[src/rtl/booth_radix4_seq_mult.sv]
// Sequential radix-4 Booth multiplier, two multiplier bits retired per cycle, valid/ready on both sides.
// Optional macro BOOTH_MULT_ZERO_SKIP_EN: a zero operand bypasses the iteration and completes in one edge.
module booth_radix4_seq_mult #(
  parameter int WIDTH = 8
) (
  input  logic                 clk,
  input  logic                 rst_n,
  input  logic                 in_valid,
  output logic                 in_ready,
  input  logic [WIDTH-1:0]     a,
  input  logic [WIDTH-1:0]     b,
  input  logic                 op_signed,
  output logic                 out_valid,
  input  logic                 out_ready,
  output logic [2*WIDTH-1:0]   product,
  output logic                 busy
);

  localparam int N  = WIDTH / 2 + 1;
  localparam int EW = WIDTH + 2;
  localparam int AW = 2 * WIDTH + 2;
  localparam int CW = $clog2(N + 1);

  generate
    if ((WIDTH % 2) != 0 || WIDTH < 4) begin : g_bad_width
      $error("booth_radix4_seq_mult: WIDTH must be even and >= 4");
    end
  endgenerate

  typedef enum logic [1:0] {IDLE, BUSY, DONE} state_t;

  state_t                 state_q, state_d;
  logic signed [AW-1:0]   acc_q, acc_d;
  logic signed [AW-1:0]   m_q, m_d;
  logic [EW-1:0]          b_q, b_d;
  logic                   prev_q, prev_d;
  logic [CW-1:0]          cnt_q, cnt_d;
  logic [2*WIDTH-1:0]     product_q, product_d;

  logic signed [AW-1:0]   a_ext;
  logic [EW-1:0]          b_ext;
  logic signed [AW-1:0]   pp;
  logic                   zero_skip;

  function automatic logic signed [AW-1:0] booth_pp(input logic [2:0] trip,
                                                    input logic signed [AW-1:0] m);
    case (trip)
      3'b001, 3'b010: booth_pp = m;
      3'b011:         booth_pp = m <<< 1;
      3'b100:         booth_pp = -(m <<< 1);
      3'b101, 3'b110: booth_pp = -m;
      default:        booth_pp = '0;
    endcase
  endfunction

  assign a_ext = {{(AW-WIDTH){op_signed & a[WIDTH-1]}}, a};
  assign b_ext = {{2{op_signed & b[WIDTH-1]}}, b};

`ifdef BOOTH_MULT_ZERO_SKIP_EN
  assign zero_skip = (a == '0) || (b == '0);
`else
  assign zero_skip = 1'b0;
`endif

  // m_q is pre-shifted by 4^i and b_q shifted right, so the triplet always sits at the bottom.
  assign pp = booth_pp({b_q[1:0], prev_q}, m_q);

  always_comb begin
    state_d   = state_q;
    acc_d     = acc_q;
    m_d       = m_q;
    b_d       = b_q;
    prev_d    = prev_q;
    cnt_d     = cnt_q;
    product_d = product_q;
    case (state_q)
      IDLE: begin
        if (in_valid) begin
          acc_d  = '0;
          cnt_d  = '0;
          m_d    = a_ext;
          b_d    = b_ext;
          prev_d = 1'b0;
          if (zero_skip) begin
            product_d = '0;
            state_d   = DONE;
          end else begin
            state_d   = BUSY;
          end
        end
      end
      BUSY: begin
        acc_d  = acc_q + pp;
        m_d    = m_q <<< 2;
        b_d    = {2'b00, b_q[EW-1:2]};
        prev_d = b_q[1];
        cnt_d  = cnt_q + CW'(1);
        if (cnt_q == CW'(N - 1)) begin
          product_d = acc_d[2*WIDTH-1:0];
          state_d   = DONE;
        end
      end
      DONE: begin
        if (out_ready) state_d = IDLE;
      end
      default: state_d = IDLE;
    endcase
  end

  always_ff @(posedge clk or negedge rst_n) begin
    if (!rst_n) begin
      state_q   <= IDLE;
      acc_q     <= '0;
      m_q       <= '0;
      b_q       <= '0;
      prev_q    <= 1'b0;
      cnt_q     <= '0;
      product_q <= '0;
    end else begin
      state_q   <= state_d;
      acc_q     <= acc_d;
      m_q       <= m_d;
      b_q       <= b_d;
      prev_q    <= prev_d;
      cnt_q     <= cnt_d;
      product_q <= product_d;
    end
  end

  assign in_ready  = (state_q == IDLE);
  assign busy      = (state_q == BUSY);
  assign out_valid = (state_q == DONE);
  assign product   = product_q;

endmodule

[config.mk]
export PLATFORM = sky130hd
export DESIGN_NAME = booth_radix4_seq_mult
export DESIGN_NICKNAME = d
export VERILOG_FILES = /design/src/rtl/booth_radix4_seq_mult.sv
export SDC_FILE = /design/constraint.sdc
export NUM_CORES = 1
export LEC_CHECK = 0
export CAP_MARGIN = 20
export CORE_MARGIN = 2
export CORE_UTILIZATION = 25
export DETAILED_ROUTE_END_ITERATION = 10
export PLACE_DENSITY = 0.5
export SETUP_SLACK_MARGIN = 0.5
export SYNTH_ARGS = -nofsm -noshare
export SYNTH_HDL_FRONTEND = slang
export SYNTH_SLANG_ARGS = --single-unit
[constraint.sdc]
create_clock -name clk -period 6.3 [get_ports clk]
set_input_delay 0.63 -clock clk [delete_from_list [all_inputs] [get_ports clk]]
set_output_delay 0.63 -clock clk [all_outputs]
set_load 0.05 [all_outputs]
# --- After elaboration in Yosys (flattened, before gate mapping) ---
# Index checks and enable logic that the tools add are counted.
classes:
  n_eq_ne: 12
  add_sub_neg: 4
  muxes: 15
  n_bitwise: 2
  reduce_logical: 7
op_table:
  columns: ["op", "n"]
  rows:
  - ["18-bit case mux with 2 select lines", 2]
  - ["18-bit case mux with 4 select lines", 1]
  - ["18-bit two-way mux", 2]
  - ["18-bit negator", 2]
  - ["10-bit case mux with 2 select lines", 1]
  - ["18-bit adder", 1]
  - ["3-bit equality test, second input constant", 4]
  - ["10-bit two-way mux", 1]
  - ["3-bit by 2-bit equality test with 1-bit output, second input constant", 2]
  - ["2-bit two-way mux", 3]
  - ["2-bit case mux with 3 select lines", 1]
  - ["3-bit case mux with 2 select lines", 1]
  - ["2-bit by 1-bit inequality test with 1-bit output, second input constant", 2]
  - ["2-bit AND reduction", 2]
  - ["2-bit OR reduction", 2]
  - ["3-bit by 1-bit adder with 3-bit output, second input constant", 1]
  - ["3-bit by 1-bit equality test with 1-bit output, second input constant", 1]
  - ["3-bit two-way mux", 1]
  - ["3-bit AND reduction", 1]
  - ["1-bit bitwise AND", 2]
  - ["2-bit by 1-bit equality test with 1-bit output, second input constant", 1]
  - ["2-bit equality test, second input constant", 1]
  - ["2-bit zero test", 1]
  - ["2-bit inequality test, second input constant", 1]
  - ["other kinds (3)", 3]
word_totals:
  inputBits: 21
  ff_bits: 68
  elab_cells: 47

# --- Longest topological paths before layout ---
# Gate-level depths: netlist (run 1).
logic_depth:
  word_depth: 5
  ltp_mapped: 17
  ltp_nobuf: 17

# --- Worst setup path before layout (run 1) ---
# Ideal clock, no wire load.
synth_timing:
  path_type: "register to register"
  start: "register m_q[3]"
  end: "register acc_q[15]"
  path_slack_ns: 2.388
  arrival_time_ns: 3.790
  stages_incl_launch_ff: 16
  path_cell_list: "dfrtp_1 -> buf_6 -> or4_4 -> or4_2 -> nand2_1 -> xnor2_1 -> a21oi_1 -> nor2_1 -> a311o_1 -> ha_1 -> a21o_1 -> a21o_1 -> a211oi_1 -> o21ai_0 -> o21bai_1 -> a32o_1"
synth_between:
  elab_chain_cells: 4
synth_rtl:
  columns: ["element", "line", "source"]
  rows:
  - ["start: declaration", "34", "logic signed [AW-1:0] m_q, m_d;"]
  - ["start signal: assignment", "122", "m_q <= m_d;"]
  - ["18-bit negator, on equally long branches", "51, 50", null]
  - ["18-bit case mux with 4 select lines (*)", "47", "case (trip)"]
  - ["18-bit adder (*)", "93", "acc_d = acc_q + pp;"]
  - ["18-bit case mux with 2 select lines (*)", "76", "case (state_q)"]
  - ["end signal: assignment", "113", "acc_q <= '0;"]
  - ["end signal: assignment", "121", "acc_q <= acc_d;"]
  - ["end: declaration", "33", "logic signed [AW-1:0] acc_q, acc_d;"]
# Mark *: on every way between the ends. The rest lies on a longest branch, timed or not.
# A chain may end at the register's enable or synchronous reset.

# --- Final worst setup path (run 1) ---
# Same ends and word-level chain as after synthesis.

==> results of run 1 <==
-- sequential cells by signal, indices dropped and copies added (netlist names) --
| register | cells |
|---|---|
| product | 16 |
| prev_q | 1 |
| acc_q | 16 |
| b_q | 9 |
| m_q | 16 |
| state_q | 2 |
| cnt_q | 3 |
-- critical path, cell delays in order (launching register included) --
cell and delay [ns]:
dfrtp_1 0.47, or4_4 0.61, or3_1 0.47, o21ai_0 0.27, nand2_1 0.08, a2111o_1 0.39
o21ai_0 0.08, ha_1 0.23, and4_1 0.24, nand2_1 0.06, a21oi_1 0.23, o31ai_1 0.16
o21ai_0 0.18, or3b_1 0.38, a32o_1 0.26
-- cells by family after synthesis --
logic type | after synthesis | synth area share
AO/OA/AOI/OAI | 161 | 0.248
AND/OR/NAND/NOR | 149 | 0.168
flip-flops | 63 | 0.370
buffers and inverters | 48 | 0.0599
XOR/XNOR | 28 | 0.0576
adder cells (fa/ha/maj) | 19 | 0.0576
multiplexers | 16 | 0.0385
-- stage by stage --
stage	cells	hold WS, ns	utilization	instance area [um2]
final	726	0.465	0.303	5040
after CTS	726	0.484	0.303	5040
after floorplan	484	0.334	-	4260
after global routing	726	0.517	0.303	5040
after detailed placement	710	0.462	0.285	4750
after global placement	710	0.464	0.285	4750
-- cell usage in the layout (no fill, tap or decap), types with 4 or more instances in the layout --
master / n
a21o_1: 12
a21oi_1: 33
a221o_1: 8
a221oi_1: 6
a22o_1: 8
a22oi_1: 7
a31oi_1: 5
and3b_1: 5
buf_4: 4
clkbuf_16: 9
clkdlybuf4s50_1: 38
dfrtp_1: 63
ha_1: 18
inv_1: 10
mux2i_1: 13
nand2_1: 72
nand2b_1: 8
nand3_1: 7
nor2_1: 23
nor3_1: 8
o21ai_0: 51
xnor2_1: 19
xor2_1: 9
-- per-layer routing --
layer | track usage | wire, um | vias up
met5 | 0 | 0 | -
met4 | 0.0444 | 194 | 0
met3 | 0.0191 | 285 | 14
met2 | 0.227 | 5540 | 60
met1 | 0.166 | 5240 | 1770
li1 | - | - | 1787
-- final cells by class --
type	instances	share of cell area
clock buffers	10	0.0474
clock inverters	6	0.0119
inverters	11	0.00818
multi-input cells	373	0.483
flip-flops and latches	63	0.312
well taps	220	0.0546
repair buffers	43	0.0823
-- worst paths after layout --
path	start	end	slack (ns)	cells after the start
setup reg to reg	m_q[3]	acc_q[15]	2.07	14
min in group clk	product[4]	product[4]	0.48	2
max in group asynchronous	rst_n	m_q[11]	5.26	2
hold / removal	rst_n	acc_q[15]	0.47	2
hold reg to reg	product[4]	product[4]	0.48	2
setup / recovery	m_q[3]	acc_q[15]	2.07	14
==> metrics.txt, run 1 <==
largest net degree at the start of global routing=between 60 and 70; Worst setup SP type=flip-flop; Area contributors post-synth=dfrtp_1 (37%), nand2_1 (6.3%), o21ai_0 (6.0%); DIE WIDTH=135 um; Routed WL=11300 um; Worst Tran Pin Value=0.825 ns; Routed WL per cell=about 16 um; crit share post-route=0.671; synthesized area=0.00426 mm2; DRT iter0 DRCs=196; Max-cap violations=0; RSZ-0062 raised after global routing=no; drt pass-1 iters=5; num ports=40; Rel. slew slack=0.450; GPL Wtd Cong=0.856; FP Rows=47; Synth area leader=dfrtp_1; Fin. Hold Viols=0; share of the synthesized area in the top cell type=0.370; Post-CTS Setup Bufs=0; Via-to-Cell Ratio=around 5; critical path arrival=4.45 ns; vias in the first global route=3676; Avg Synthesized Cell Area=8.80 um2; ANT cells=0; WP data required=6.52 ns; hold_buf cts=0; Register Area=0.00158 mm2; post-route setup slack=a little over 2 ns; later-pin clock latency in the skew report=0.33 ns; final-layout fill cell count=about 1700; Synth-to-Final Area Change=18.5%; EDFF count, synth=0; CTS Buffer Depth=2; WS Path Type=reg2reg; initial antenna violation count=0; Num CTS Buffers=9; cts repair resizes=0; Die ar.=0.0181 mm2; Port Buffers=39; status=finished clean; final setup fails=0; number of H-tree levels=3; Syn Nets=roughly 520; area taken by multi-input logic gates=0.00244 mm2; core area=0.0166 mm2; Starting Density=0.256; count of different cell masters after synthesis=63; DRC Markers=0; fraction of layout cells with a size suffix above 1=0.0692; worst-path maximum fanout=10; dpl ws=~2.1 ns; Overflow after GRT=0; Tmin final=4.23 ns; dpl hpwl=7930 um; Overall Global Routing Usage=0.131; Fmax=0.237 GHz; CTS tree=done; Top FF cell, synth=dfrtp_1; Layout Nets=541; max-slew violations=0; clk slew on worst S/H paths=~0.06 ns; Async SR Flop Fraction=1.00; setup TNS=0 ns; Post-synth top cells=nand2_1 (72), dfrtp_1 (63), o21ai_0 (51); clock skew=~0.0054 ns; Ys Warns=0; DRT antenna net count=0; CTS Root Cell=clkbuf_16; most numerous cell in the Yosys netlist=nand2_1; vias=~3600; first-pass GRT wire length=18900 um; Hold Path Class=in2async; die extent in y=135 um; Crit. End Element=flip-flop; synthesized flop and latch total=between 60 and 70; Sink Count=63; Mapped Cells=484; register area share after synthesis=0.370
Power of run 1 is left out: the tool's default activity adds up to more than one toggle a clock period on the data nets, which glitch-free logic cannot reach.
==> inputs of run 2 (changes only) <==
Clock period 6.3 ns to 4.4 ns, I/O delays scaled along.
==> metrics.txt, run 2 (synthesis gave the netlist of run 1 again) <==
status=finished clean; final setup fails=0; Max-cap violations=0; Routed WL per cell=roughly 15 um; Worst Tran Pin Value=between 0.9 and 1 ns; post-route setup slack=0.604 ns; crit share post-route=0.863; Rel. slew slack=0.362; Port Buffers=39; cell family with most CP delay=simple AND/OR/NAND/NOR gates; first-pass GRT wire length=18400 um; Synth-to-Final Area Change=24.8%; Hold Path Class=in2async; dpl hpwl=8060 um; die extent in y=135 um; fraction of layout cells with a size suffix above 1=0.158; CTS Buffer Depth=2; WP buf/inv=0; DRT iter0 DRCs=146; GPL Wtd Cong=approximately 0.87; Via-to-Cell Ratio=4.94; Overflow after GRT=0; CTS tree=done; largest net degree at the start of global routing=55; core area=0.0166 mm2; flop-to-flop setup slack=0.60 ns; DRT antenna net count=0; Worst setup SP type=flip-flop; dpl ws=0.214 ns; num ports=40; number of H-tree levels=3; Sink Count=63; WHS=0.265 ns; vias=3684; clock skew=around 0.005 ns; Overall Global Routing Usage=0.127; Crit. End Element=flip-flop; DRC Markers=0; leading cell type in the layout, fill and taps excluded=nand2_1; hold_buf cts=0; WS Path Type=reg2reg; Routed WL=11500 um; Tmin final=3.80 ns; vias in the first global route=3643; worst-path maximum fanout=6; DIE WIDTH=between 100 and 150 um; Num CTS Buffers=9; max-slew violations=0; initial antenna violation count=0; setup TNS=0 ns; clk slew on worst S/H paths=0.05 ns; crit path cell chain=or4_4, or3_4, nor2_4, nand2_2, xor2_2, a21boi_0, o31ai_1, ha_1, nand4_1, nor2_1, a211oi_2, o21ai_1, or3b_4, a32o_1; FP Rows=47; RSZ-0062 raised after global routing=yes; Layout Nets=562; max incr delay on CP=0.58 ns; crit path max-delay cell type=or4_4; later-pin clock latency in the skew report=0.33 ns; CTS Root Cell=clkbuf_16; critical path arrival=4.01 ns; WP data required=4.62 ns; Fin. Hold Viols=0; Fmax=0.263 GHz; Starting Density=0.256; drt pass-1 iters=4; ANT cells=0; most frequent cells in the layout=nand2_1 (70), dfrtp_1 (56), o21ai_0 (47); Die ar.=0.0181 mm2
run 2: path summary, 6_finish.rpt:
| check | end | cells past startpoint | start |
|---|---|---|---|
| worst max-delay path | acc_q[15] | 14 | m_q[6] |
| worst min-delay path | b_q[8] | 1 | rst_n |
| worst max register to register | acc_q[15] | 14 | m_q[6] |
| worst min register to register | product[11] | 2 | product[11] |
| max in group asynchronous | acc_q[12] | 2 | rst_n |
| min in group clk | product[11] | 2 | product[11] |
run 2: cell type report:
type	count	area [um2]
Fill cell	1716	11300
Multi-Input combinational cell	373	2570
Sequential cell	63	1590
Timing Repair Buffer	64	573
Tap cell	220	275
Clock buffer	13	260
Inverter	11	41.3
Clock inverter	1	5.00
run 2: metrics by stage:
stage	util	std cells	cell area, um2
final	0.319	745	5320
after global routing	0.319	745	5320
after CTS	0.309	738	5140
after detailed placement	0.290	719	4830
after global placement	0.290	719	4830
after floorplan	-	484	4270
run 2: per-layer routing:
metal | track usage | up-vias | share of wire
met2 | 0.218 | 48 | 0.50
met5 | 0 | - | 0
met1 | 0.159 | 1789 | 0.47
met4 | 0.0450 | 0 | 0.017
met3 | 0.0252 | 15 | 0.021
li1 | - | 1832 | -
run 2: timing repair:
| item | in CTS | in global routing |
|---|---|---|
| pin swaps | 3 | 17 |
| buffers inserted | 5 | 7 |
| gates resized for setup | 7 | 34 |
| setup endpoints to repair | 7 | 12 |
Power of run 2 is left out for the same reason.
==> inputs of run 3 (changes only) <==
Settings changed: CORE_MARGIN 2 to unset.
==> metrics.txt, run 3 (synthesis gave the netlist of run 1 again) <==
later-pin clock latency in the skew report=~0.33 ns; clk slew on worst S/H paths=0.06 ns; Fin. Hold Viols=0; first-pass GRT wire length=between 15000 and 20000 um; fraction of layout cells with a size suffix above 1=0.140; status=finished clean; Overflow after GRT=0; number of H-tree levels=3; leading cell type in the layout, fill and taps excluded=nand2_1; Tmin final=3.77 ns; Starting Density=0.257; core area=0.0166 mm2; WS Path Type=reg2reg; Overall Global Routing Usage=0.136; Final Instance Area=~0.0052 mm2; Max-cap violations=0; CTS Root Cell=clkbuf_16; final setup fails=0; initial antenna violation count=0; CTS tree=done; Layout Nets=between 500 and 600; CTS Buffer Depth=2; RSZ-0062 raised after global routing=yes; num ports=40; WP data required=4.62 ns; worst-path maximum fanout=8; Die ar.=0.0176 mm2; Crit. End Element=flip-flop; Via-to-Cell Ratio=4.98; DRC Markers=0; vias=between 3000 and 4000; ANT cells=0; placed cell area=about 0.0048 mm2; DRT iter0 DRCs=153; Sink Count=63; GPL Wtd Cong=roughly 0.9; Worst Tran Pin Value=approximately 0.79 ns; hold_buf cts=0; FP Rows=47; Port Buffers=39; Num CTS Buffers=9; worst r2r path cells=14; Fmax=0.265 GHz; drt pass-1 iters=4; Hold Path Class=in2async; setup TNS=0 ns; clock skew=approximately 0.0064 ns; max-slew violations=0; Routed WL=roughly 11000 um; Worst setup SP type=flip-flop; largest net degree at the start of global routing=34; final-layout fill cell count=1778; crit share post-route=0.856; Routed WL per cell=15.4 um; vias in the first global route=3691; DIE WIDTH=133 um; die extent in y=133 um; dpl hpwl=8200 um; DRT antenna net count=0; critical path arrival=3.99 ns; Rel. slew slack=0.475; most frequent cells in the layout=nand2_1 (71), dfrtp_1 (55), o21ai_0 (47); Synth-to-Final Area Change=22.7%
-- run 3: layout make-up --
class / instances / area (um2) / share of cell area
multi-input cells: 373 / 2530 / 0.485
flip-flops and latches: 63 / 1590 / 0.304
repair buffers: 58 / 528 / 0.101
well taps: 220 / 275 / 0.0527
clock buffers: 12 / 236 / 0.0453
inverters: 11 / 41.3 / 0.00790
clock inverters: 4 / 22.5 / 0.00431
-- run 3: worst max-delay path, stage by stage, from the launching register on --
cell and delay, ns:
dfrtp_2 0.40, or4_4 0.57, or3_4 0.45, nor2_2 0.17, nand2_1 0.10, xor2_2 0.17, a211oi_2 0.26, o31ai_2 0.11
ha_1 0.36, nand4_1 0.13, nor2_1 0.14, a211oi_2 0.06, o21ai_1 0.09, or3b_4 0.40, a32o_1 0.25
-- run 3: path summary, 6_finish.rpt --
kind	slack, ns	start	to
max in group asynchronous	3.28	rst_n	acc_q[13]
min in group clk	0.48	product[6]	product[6]
min reg2reg	0.48	product[6]	product[6]
min	0.19	rst_n	b_q[8]
max reg2reg	0.63	m_q[6]	acc_q[15]
max	0.63	m_q[6]	acc_q[15]
-- run 3: timing repair --
action,4_1_cts,5_1_grt
endpoints found under the setup margin,8,10
setup buffers,5,1
gates resized for setup,8,25
pin swaps,3,11
-- run 3: layer usage --
| layer | wire length, um | up-vias | track usage |
|---|---|---|---|
| li1 | - | 1821 | - |
| met1 | 5300 | 1795 | 0.178 |
| met2 | 5530 | 62 | 0.218 |
| met3 | 369 | 14 | 0.0280 |
| met4 | 229 | 0 | 0.0568 |
| met5 | 0 | - | 0 |
-- run 3: per-stage QoR --
step / worst slack, ns / hold WS, ns / std cells / util
2_1_floorplan: 0.571 / 0.144 / 484 / -
3_3_place_gp: 0.337 / 0.466 / 719 / 0.291
3_5_place_dp: 0.201 / 0.470 / 719 / 0.291
4_1_cts: 0.533 / 0.216 / 740 / 0.310
5_1_grt: 0.448 / 0.260 / 741 / 0.315
6_report: 0.632 / 0.185 / 741 / 0.315
Power of run 3 is left out for the same reason.
